File: src/rtl/ctrl_pkg.sv
// Shared types and encodings for the multi-cycle RV32 control unit.
// ALU op codes, FSM state encoding, opcodes, mux selects and the control-word bundle.
package ctrl_pkg;

    typedef enum logic [3:0] {
        ALU_ADD   = 4'b0000,
        ALU_PASSB = 4'b0010,
        ALU_JALR  = 4'b0011,
        ALU_LUI   = 4'b0100,
        ALU_LBU   = 4'b0101,
        ALU_SB    = 4'b0110,
        ALU_SLL   = 4'b0111,
        ALU_SUB   = 4'b1000,
        ALU_SRL   = 4'b1001,
        ALU_XOR   = 4'b1010,
        ALU_OR    = 4'b1011,
        ALU_AND   = 4'b1100,
        ALU_BEQ   = 4'b1101
    } alu_op_e;

    typedef enum logic [3:0] {
        S_FETCH    = 4'd0,
        S_DECODE   = 4'd1,
        S_MEMADR   = 4'd2,
        S_MEMREAD  = 4'd3,
        S_MEMWB    = 4'd4,
        S_MEMWRITE = 4'd5,
        S_EXECR    = 4'd6,
        S_EXECI    = 4'd7,
        S_ALUWB    = 4'd8,
        S_BRANCH   = 4'd9,
        S_JAL      = 4'd10,
        S_JALR     = 4'd11,
        S_LUI      = 4'd12,
        S_ILLEGAL  = 4'd13
    } state_e;

    localparam logic [6:0] OPC_LOAD   = 7'b0000011;
    localparam logic [6:0] OPC_STORE  = 7'b0100011;
    localparam logic [6:0] OPC_OP     = 7'b0110011;
    localparam logic [6:0] OPC_OP_IMM = 7'b0010011;
    localparam logic [6:0] OPC_BRANCH = 7'b1100011;
    localparam logic [6:0] OPC_JAL    = 7'b1101111;
    localparam logic [6:0] OPC_JALR   = 7'b1100111;
    localparam logic [6:0] OPC_LUI    = 7'b0110111;

    localparam logic [1:0] SRC_A_PC    = 2'b00;
    localparam logic [1:0] SRC_A_OLDPC = 2'b01;
    localparam logic [1:0] SRC_A_RS1   = 2'b10;

    localparam logic [1:0] SRC_B_RS2  = 2'b00;
    localparam logic [1:0] SRC_B_IMM  = 2'b01;
    localparam logic [1:0] SRC_B_FOUR = 2'b10;

    localparam logic [2:0] IMM_I = 3'b000;
    localparam logic [2:0] IMM_S = 3'b001;
    localparam logic [2:0] IMM_B = 3'b010;
    localparam logic [2:0] IMM_J = 3'b011;
    localparam logic [2:0] IMM_U = 3'b100;

    localparam logic [1:0] RES_ALUOUT = 2'b00;
    localparam logic [1:0] RES_MEM    = 2'b01;
    localparam logic [1:0] RES_ALU    = 2'b10;

    localparam logic ADR_PC     = 1'b0;
    localparam logic ADR_ALUOUT = 1'b1;

    typedef struct packed {
        alu_op_e    alu_op;
        logic [1:0] src_a;
        logic [1:0] src_b;
        logic [2:0] imm_src;
        logic [1:0] result_src;
        logic       adr_src;
        logic       ir_write;
        logic       pc_write;
        logic       reg_write;
        logic       mem_write;
        logic       retire;
    } ctrl_t;

    localparam ctrl_t CTRL_IDLE = '{
        alu_op:     ALU_ADD,
        src_a:      SRC_A_PC,
        src_b:      SRC_B_RS2,
        imm_src:    IMM_I,
        result_src: RES_ALUOUT,
        adr_src:    ADR_PC,
        ir_write:   1'b0,
        pc_write:   1'b0,
        reg_write:  1'b0,
        mem_write:  1'b0,
        retire:     1'b0
    };

    // Execute-stage state chosen from the opcode alone; funct legality is layered on by the caller.
    function automatic state_e decode_state(input logic [6:0] opcode);
        case (opcode)
            OPC_LOAD, OPC_STORE: decode_state = S_MEMADR;
            OPC_OP:              decode_state = S_EXECR;
            OPC_OP_IMM:          decode_state = S_EXECI;
            OPC_BRANCH:          decode_state = S_BRANCH;
            OPC_JAL:             decode_state = S_JAL;
            OPC_JALR:            decode_state = S_JALR;
            OPC_LUI:             decode_state = S_LUI;
            default:             decode_state = S_ILLEGAL;
        endcase
    endfunction

endpackage

File: src/rtl/alu_op_decoder.sv
// Combinational funct3/funct7[5] decode to an ALU op for R-type and I-type arithmetic.
// legal=0 flags funct combinations this core does not implement (SLT/SLTU, arithmetic shifts).
module alu_op_decoder
    import ctrl_pkg::*;
(
    input  logic [2:0] funct3,
    input  logic       funct7b5,
    input  logic       is_imm,
    output alu_op_e    alu_op,
    output logic       legal
);

    // NOTE: every output gets a default before the case so no path leaves it unassigned (no latch).
    always_comb begin
        alu_op = ALU_ADD;
        legal  = 1'b1;
        case (funct3)
            3'b000: alu_op = (funct7b5 && !is_imm) ? ALU_SUB : ALU_ADD;
            3'b001: alu_op = ALU_SLL;
            3'b100: alu_op = ALU_XOR;
            3'b101: begin
                alu_op = ALU_SRL;
                legal  = !funct7b5;
            end
            3'b110: alu_op = ALU_OR;
            3'b111: alu_op = ALU_AND;
            default: legal = 1'b0;
        endcase
    end

endmodule

File: src/rtl/multicycle_ctrl.sv
// Multi-cycle RV32 control FSM: sequences FETCH..WRITEBACK and drives ALU op, mux selects, enables.
// Build option MC_ILLEGAL_TRAP_EN: unknown instructions trap and hold with a sticky illegal flag.
module multicycle_ctrl
    import ctrl_pkg::*;
#(
    parameter int XLEN = 32
) (
    input  logic            clk,
    input  logic            rst_n,
    input  logic [XLEN-1:0] instr,
    input  logic            instr_valid,
    input  logic            zero,
    output logic [3:0]      alu_control,
    output logic [1:0]      alu_src_a,
    output logic [1:0]      alu_src_b,
    output logic [2:0]      imm_src,
    output logic [1:0]      result_src,
    output logic            adr_src,
    output logic            ir_write,
    output logic            pc_write,
    output logic            reg_write,
    output logic            mem_write,
    output logic            retire,
    output logic            illegal
);

    state_e     state_q, state_d;
    ctrl_t      ctrl;
    ctrl_t      ctrl_out;
    alu_op_e    dec_alu_op;
    logic       dec_legal;
    logic [6:0] opcode;
    logic [2:0] funct3;
    logic       funct7b5;
    logic       unused_instr;

    assign opcode       = instr[6:0];
    assign funct3       = instr[14:12];
    assign funct7b5     = instr[30];
    assign unused_instr = ^{instr[XLEN-1:31], instr[29:15], instr[11:7]};

    alu_op_decoder u_alu_op_decoder (
        .funct3   (funct3),
        .funct7b5 (funct7b5),
        .is_imm   (opcode == OPC_OP_IMM),
        .alu_op   (dec_alu_op),
        .legal    (dec_legal)
    );

    // NOTE: sequential state uses non-blocking assignments so all flops update together at the edge.
    always_ff @(posedge clk or negedge rst_n) begin
        if (!rst_n) state_q <= S_FETCH;
        else        state_q <= state_d;
    end

    always_comb begin
        state_d = state_q;
        ctrl    = CTRL_IDLE;
        case (state_q)
            S_FETCH: begin
                ctrl.src_b      = SRC_B_FOUR;
                ctrl.result_src = RES_ALU;
                if (instr_valid) begin
                    ctrl.ir_write = 1'b1;
                    ctrl.pc_write = 1'b1;
                    state_d       = S_DECODE;
                end
            end
            S_DECODE: begin
                // ALUOut captures the branch/jump target here, so JAL needs the J immediate.
                ctrl.src_a   = SRC_A_OLDPC;
                ctrl.src_b   = SRC_B_IMM;
                ctrl.imm_src = (opcode == OPC_JAL) ? IMM_J : IMM_B;
                state_d      = decode_state(opcode);
                if ((state_d == S_EXECR || state_d == S_EXECI) && !dec_legal)
                    state_d = S_ILLEGAL;
            end
            S_EXECR: begin
                ctrl.src_a  = SRC_A_RS1;
                ctrl.src_b  = SRC_B_RS2;
                ctrl.alu_op = dec_alu_op;
                state_d     = S_ALUWB;
            end
            S_EXECI: begin
                ctrl.src_a   = SRC_A_RS1;
                ctrl.src_b   = SRC_B_IMM;
                ctrl.imm_src = IMM_I;
                ctrl.alu_op  = dec_alu_op;
                state_d      = S_ALUWB;
            end
            S_ALUWB: begin
                ctrl.result_src = RES_ALUOUT;
                ctrl.reg_write  = 1'b1;
                ctrl.retire     = 1'b1;
                state_d         = S_FETCH;
            end
            S_MEMADR: begin
                ctrl.src_a = SRC_A_RS1;
                ctrl.src_b = SRC_B_IMM;
                if (opcode == OPC_STORE) begin
                    ctrl.imm_src = IMM_S;
                    ctrl.alu_op  = ALU_SB;
                    state_d      = S_MEMWRITE;
                end else begin
                    ctrl.imm_src = IMM_I;
                    ctrl.alu_op  = ALU_ADD;
                    state_d      = S_MEMREAD;
                end
            end
            S_MEMREAD: begin
                ctrl.adr_src = ADR_ALUOUT;
                state_d      = S_MEMWB;
            end
            S_MEMWB: begin
                ctrl.result_src = RES_MEM;
                ctrl.reg_write  = 1'b1;
                ctrl.retire     = 1'b1;
                state_d         = S_FETCH;
            end
            S_MEMWRITE: begin
                ctrl.adr_src   = ADR_ALUOUT;
                ctrl.mem_write = 1'b1;
                ctrl.retire    = 1'b1;
                state_d        = S_FETCH;
            end
            S_BRANCH: begin
                // funct3[0] distinguishes BNE from BEQ, inverting the sense of Zero.
                ctrl.src_a      = SRC_A_RS1;
                ctrl.src_b      = SRC_B_RS2;
                ctrl.alu_op     = ALU_BEQ;
                ctrl.result_src = RES_ALUOUT;
                ctrl.pc_write   = zero ^ funct3[0];
                ctrl.retire     = 1'b1;
                state_d         = S_FETCH;
            end
            S_JAL: begin
                ctrl.src_a      = SRC_A_OLDPC;
                ctrl.src_b      = SRC_B_FOUR;
                ctrl.alu_op     = ALU_ADD;
                ctrl.result_src = RES_ALUOUT;
                ctrl.pc_write   = 1'b1;
                state_d         = S_ALUWB;
            end
            S_JALR: begin
                ctrl.src_a      = SRC_A_RS1;
                ctrl.src_b      = SRC_B_IMM;
                ctrl.imm_src    = IMM_I;
                ctrl.alu_op     = ALU_JALR;
                ctrl.result_src = RES_ALU;
                ctrl.pc_write   = 1'b1;
                state_d         = S_ALUWB;
            end
            S_LUI: begin
                ctrl.src_b   = SRC_B_IMM;
                ctrl.imm_src = IMM_U;
                ctrl.alu_op  = ALU_LUI;
                state_d      = S_ALUWB;
            end
            S_ILLEGAL: begin
`ifdef MC_ILLEGAL_TRAP_EN
                state_d = S_ILLEGAL;
`else
                ctrl.retire = 1'b1;
                state_d     = S_FETCH;
`endif
            end
            default: state_d = S_FETCH;
        endcase
    end

`ifdef MC_ILLEGAL_TRAP_EN
    logic illegal_q, illegal_d;

    assign illegal_d = illegal_q | (state_d == S_ILLEGAL);

    always_ff @(posedge clk or negedge rst_n) begin
        if (!rst_n) illegal_q <= 1'b0;
        else        illegal_q <= illegal_d;
    end

    assign illegal = illegal_q;
`else
    assign illegal = 1'b0;
`endif

    // Outputs are forced to the all-zero word while reset is held, independent of the clock.
    assign ctrl_out    = rst_n ? ctrl : '0;
    assign alu_control = ctrl_out.alu_op;
    assign alu_src_a   = ctrl_out.src_a;
    assign alu_src_b   = ctrl_out.src_b;
    assign imm_src     = ctrl_out.imm_src;
    assign result_src  = ctrl_out.result_src;
    assign adr_src     = ctrl_out.adr_src;
    assign ir_write    = ctrl_out.ir_write;
    assign pc_write    = ctrl_out.pc_write;
    assign reg_write   = ctrl_out.reg_write;
    assign mem_write   = ctrl_out.mem_write;
    assign retire      = ctrl_out.retire;

endmodule

File: config.mk
export PLATFORM = sky130hd
export DESIGN_NAME = multicycle_ctrl
export DESIGN_NICKNAME = d
export VERILOG_FILES = /design/src/rtl/ctrl_pkg.sv /design/src/rtl/alu_op_decoder.sv /design/src/rtl/multicycle_ctrl.sv
export SDC_FILE = /design/constraint.sdc
export NUM_CORES = 1
export LEC_CHECK = 0
export CORE_MARGIN = 1
export CORE_UTILIZATION = 35
export DETAILED_ROUTE_END_ITERATION = 10
export PLACE_DENSITY = 0.81
export SLEW_MARGIN = 10
export SYNTH_ARGS = -nofsm -noshare
export SYNTH_HDL_FRONTEND = slang
export SYNTH_SLANG_ARGS = --single-unit
File: constraint.sdc
create_clock -name clk -period 2 [get_ports clk]
set_input_delay 0.3 -clock clk [delete_from_list [all_inputs] [get_ports clk]]
set_output_delay 0.3 -clock clk [all_outputs]
set_load 0.05 [all_outputs]
==> impl_metrics.env <==
export IMPL_grt_pass1_wl_microns=4920
export IMPL_synth_avg_cell_area_sq_um=6.65
export IMPL_critPathRequiredTime_ns=1.70
export IMPL_p_clk_frac=0.057
export IMPL_grt_pass1_vias=1166
export IMPL_cts_made_buffers=3
export IMPL_routed_via_count=1265
export IMPL_worstPathMaxFanout=7
export IMPL_top_regs="state_q (4)"
export IMPL_period_share=1.03
export IMPL_outcome="complete, but fails checks"
export IMPL_port_buffers=33
export IMPL_cellLeakagePower_uw=0.000712
export IMPL_fin_nets=223
export IMPL_mostFrequentLayoutCell="buf_4"
export IMPL_setup_viol=7
export IMPL_yosys_top_cells_area="dfrtp_1 13%, a21oi_1 10%, nand2b_1 6.3%"
export IMPL_end_kind="output port"
export IMPL_yosysTopAreaCell="dfrtp_1"
export IMPL_drtPass1Iterations=4
export IMPL_dieArea_sq_um=2450
export IMPL_routed_wirelength_microns=3800
export IMPL_htreeDepth=1
export IMPL_cp_slowest_cell="or3_1"
export IMPL_top_register="state_q"
export IMPL_grt_overflow=0
export IMPL_crit_family="simple AND/OR/NAND/NOR gates"
export IMPL_start_util=0.387
export IMPL_grt_usage=0.259
export IMPL_area_delta_synth_final_pct=125
export IMPL_startpoint="state_q[1]"
export IMPL_synth_top_area_frac=0.127
export IMPL_intPower_uw=867
export IMPL_tns_ns=-0.233
export IMPL_fp_dieH_microns=49.5
export IMPL_path_clk_slew_ns=0.04
export IMPL_die_w_microns=49.5
export IMPL_placed_area_sq_um=1540
export IMPL_drc_errors=0
export IMPL_cp_num_cells=4
export IMPL_pwr_share_comb=0.846
export IMPL_irDropWorstVdd_v=0.00109
export IMPL_maxCapViolCount=0
export IMPL_n_fill_cell=103
export IMPL_cpPeakStageDelay_ns=0.47
export IMPL_violations="setup timing"
export IMPL_synthCells=119
export IMPL_layoutNonFillerInstCount=212
export IMPL_grt_max_degree=16
export IMPL_finalCriticalPeriod_ns=2.06
export IMPL_swShare=0.506
export IMPL_gp_congestion=0.913
export IMPL_antenna_found_initial=0
export IMPL_startpoint_type="flop"
export IMPL_seqPwrFrac=0.097
export IMPL_antenna_left=0
export IMPL_coreArea_sq_um=2040
export IMPL_drt_wirelength_per_cell_microns=17.9
export IMPL_yosysUniqueCellTypes=41
export IMPL_crit_chain="buf_4, or3_1, nor2_1, buf_12"
export IMPL_clk_latency_ns=0.23
export IMPL_cts_sinks=4
export IMPL_crit_buf_inv=2
export IMPL_power_switching_uw=888
export IMPL_hold_viol_final=0
export IMPL_cts_buffer_depth=2
export IMPL_final_core_util=0.869
export IMPL_hpwl_microns=2320
export IMPL_ys_seq_area_frac=0.127
export IMPL_worstRegToRegCells=5
export IMPL_multiInputGateArea_sq_um=797
export IMPL_r2r_start="state_q[2]"
export IMPL_postSynthNetCount=155
export IMPL_finish_instance_area_sq_um=1780
export IMPL_cts_tree="built"
export IMPL_grt_setup_unrepaired="true"
export IMPL_mostFrequentLayoutCells="34 x buf_4, 18 x buf_12, 11 x nor2_1"
export IMPL_drive_gt1_frac=0.503
export IMPL_max_freq_mhz=485
export IMPL_synth_area_sq_um=791
export IMPL_regToRegSetupSlack_ns=0.57
export IMPL_ys_ff_latch=4
export IMPL_avgViaCountPerCell=5.97
export IMPL_hold_buffers=0
export IMPL_regArea_sq_um=104
export IMPL_largest_reg_flops=4
export IMPL_final_setup_skew_ns=0.000610
export IMPL_root_buffer="clkbuf_4"
export IMPL_cp_arrival_ns=1.76
export IMPL_rows=16
export IMPL_crit_type="reg2out"
export IMPL_slew_violations=0
export IMPL_synth_warnings=0
export IMPL_drtIter0Drc=43
export IMPL_hold_slack_ns=0.394
export IMPL_postLayoutSetupSlackWorst_ns=-0.0618
export IMPL_hold_class="in2async"
export IMPL_power_density_nw_per_um2=989
export IMPL_ioPinCount=56
export IMPL_diodes=0
export IMPL_placed_cells=197
[through the flow]
step	setup WS, ns	power, uW
after global routing	-0.116	1830
after global placement	-0.271	1360
after CTS	0.00849	1530
after floorplan	-0.254	850
after detailed placement	-0.310	1390
final	-0.0618	1760
[cell type report]
type	count	share of cell area
clock buffers	3	0.0127
inverters	5	0.0106
multi-input cells	102	0.449
flip-flops and latches	4	0.0585
well taps	27	0.0190
repair buffers	71	0.450
[worst register-to-register path, delay by kind of cell, from the launching register on]
kind	cells	cell delay, ns
and+or+nand+nor	2	0.28
buffers and inverters	1	0.15
AOI/OAI and AO/OA	2	0.47
DFF	1	0.41
[cells by family after synthesis]
group | share of synthesized area
buf+inv | 0.0728
other cells | 0.00474
xor+xnor | 0.0443
mux | 0.0127
simple gates | 0.468
compound gates | 0.271
flops | 0.127
[synth_stat cells]
cell type and n:
nand3_1 2, o311ai_0 1, buf_1 1, inv_1 5
o31a_1 1, and3b_1 2, nand3b_1 3, nor3_2 1
nand2_1 9, buf_2 4, dfrtp_1 4, o31ai_1 2
a21oi_1 16, nand4b_1 2, nand2b_1 8, nor2_1 12
o21ai_0 5, xnor2_1 3, nor4b_1 2, and3_1 2
o32ai_1 2, a31oi_1 2, o211ai_1 1, nand4bb_4 1
buf_4 1, xor2_1 1, a311oi_1 1, nor2b_1 4
nor4_1 2, and2_1 1, o22ai_1 1, mux2i_1 1
a211oi_1 1, conb_1 1, or3b_1 1, a211o_1 1
nor3b_1 2, or3_1 3, nor3_1 4, a22oi_1 1
clkbuf_1 2
[timing repair]
action | in CTS | in global routing
resized for setup | 24 | 25
cloned | 0 | 1
pin swaps | 5 | 9
setup endpoints to repair | 9 | 10
setup buffers | 0 | 11
[power groups by stage]
stage	combinational (uW)	sequential, uW	clock, uW
6_report	1480	170	101
5_1_grt	1550	173	113
4_1_cts	1250	177	101
3_5_place_dp	1220	171	0
3_3_place_gp	1190	170	0
2_1_floorplan	718	132	0
[worst paths after layout]
check	endpoint
setup / recovery	ir_write
hold / removal	state_q[2]
setup reg to reg	state_q[3]
hold reg to reg	state_q[1]
max in group asynchronous	state_q[0]
min in group clk	state_q[3]
[routing by layer]
| metal | vias up | routed length [microns] | GRT usage |
|---|---|---|---|
| li1 | 573 | - | - |
| met1 | 588 | 1390 | 0.270 |
| met2 | 88 | 1910 | 0.477 |
| met3 | 16 | 337 | 0.0586 |
| met4 | 0 | 160 | 0.129 |
| met5 | - | 0 | 0 |
(Power assumes the default switching activity.)
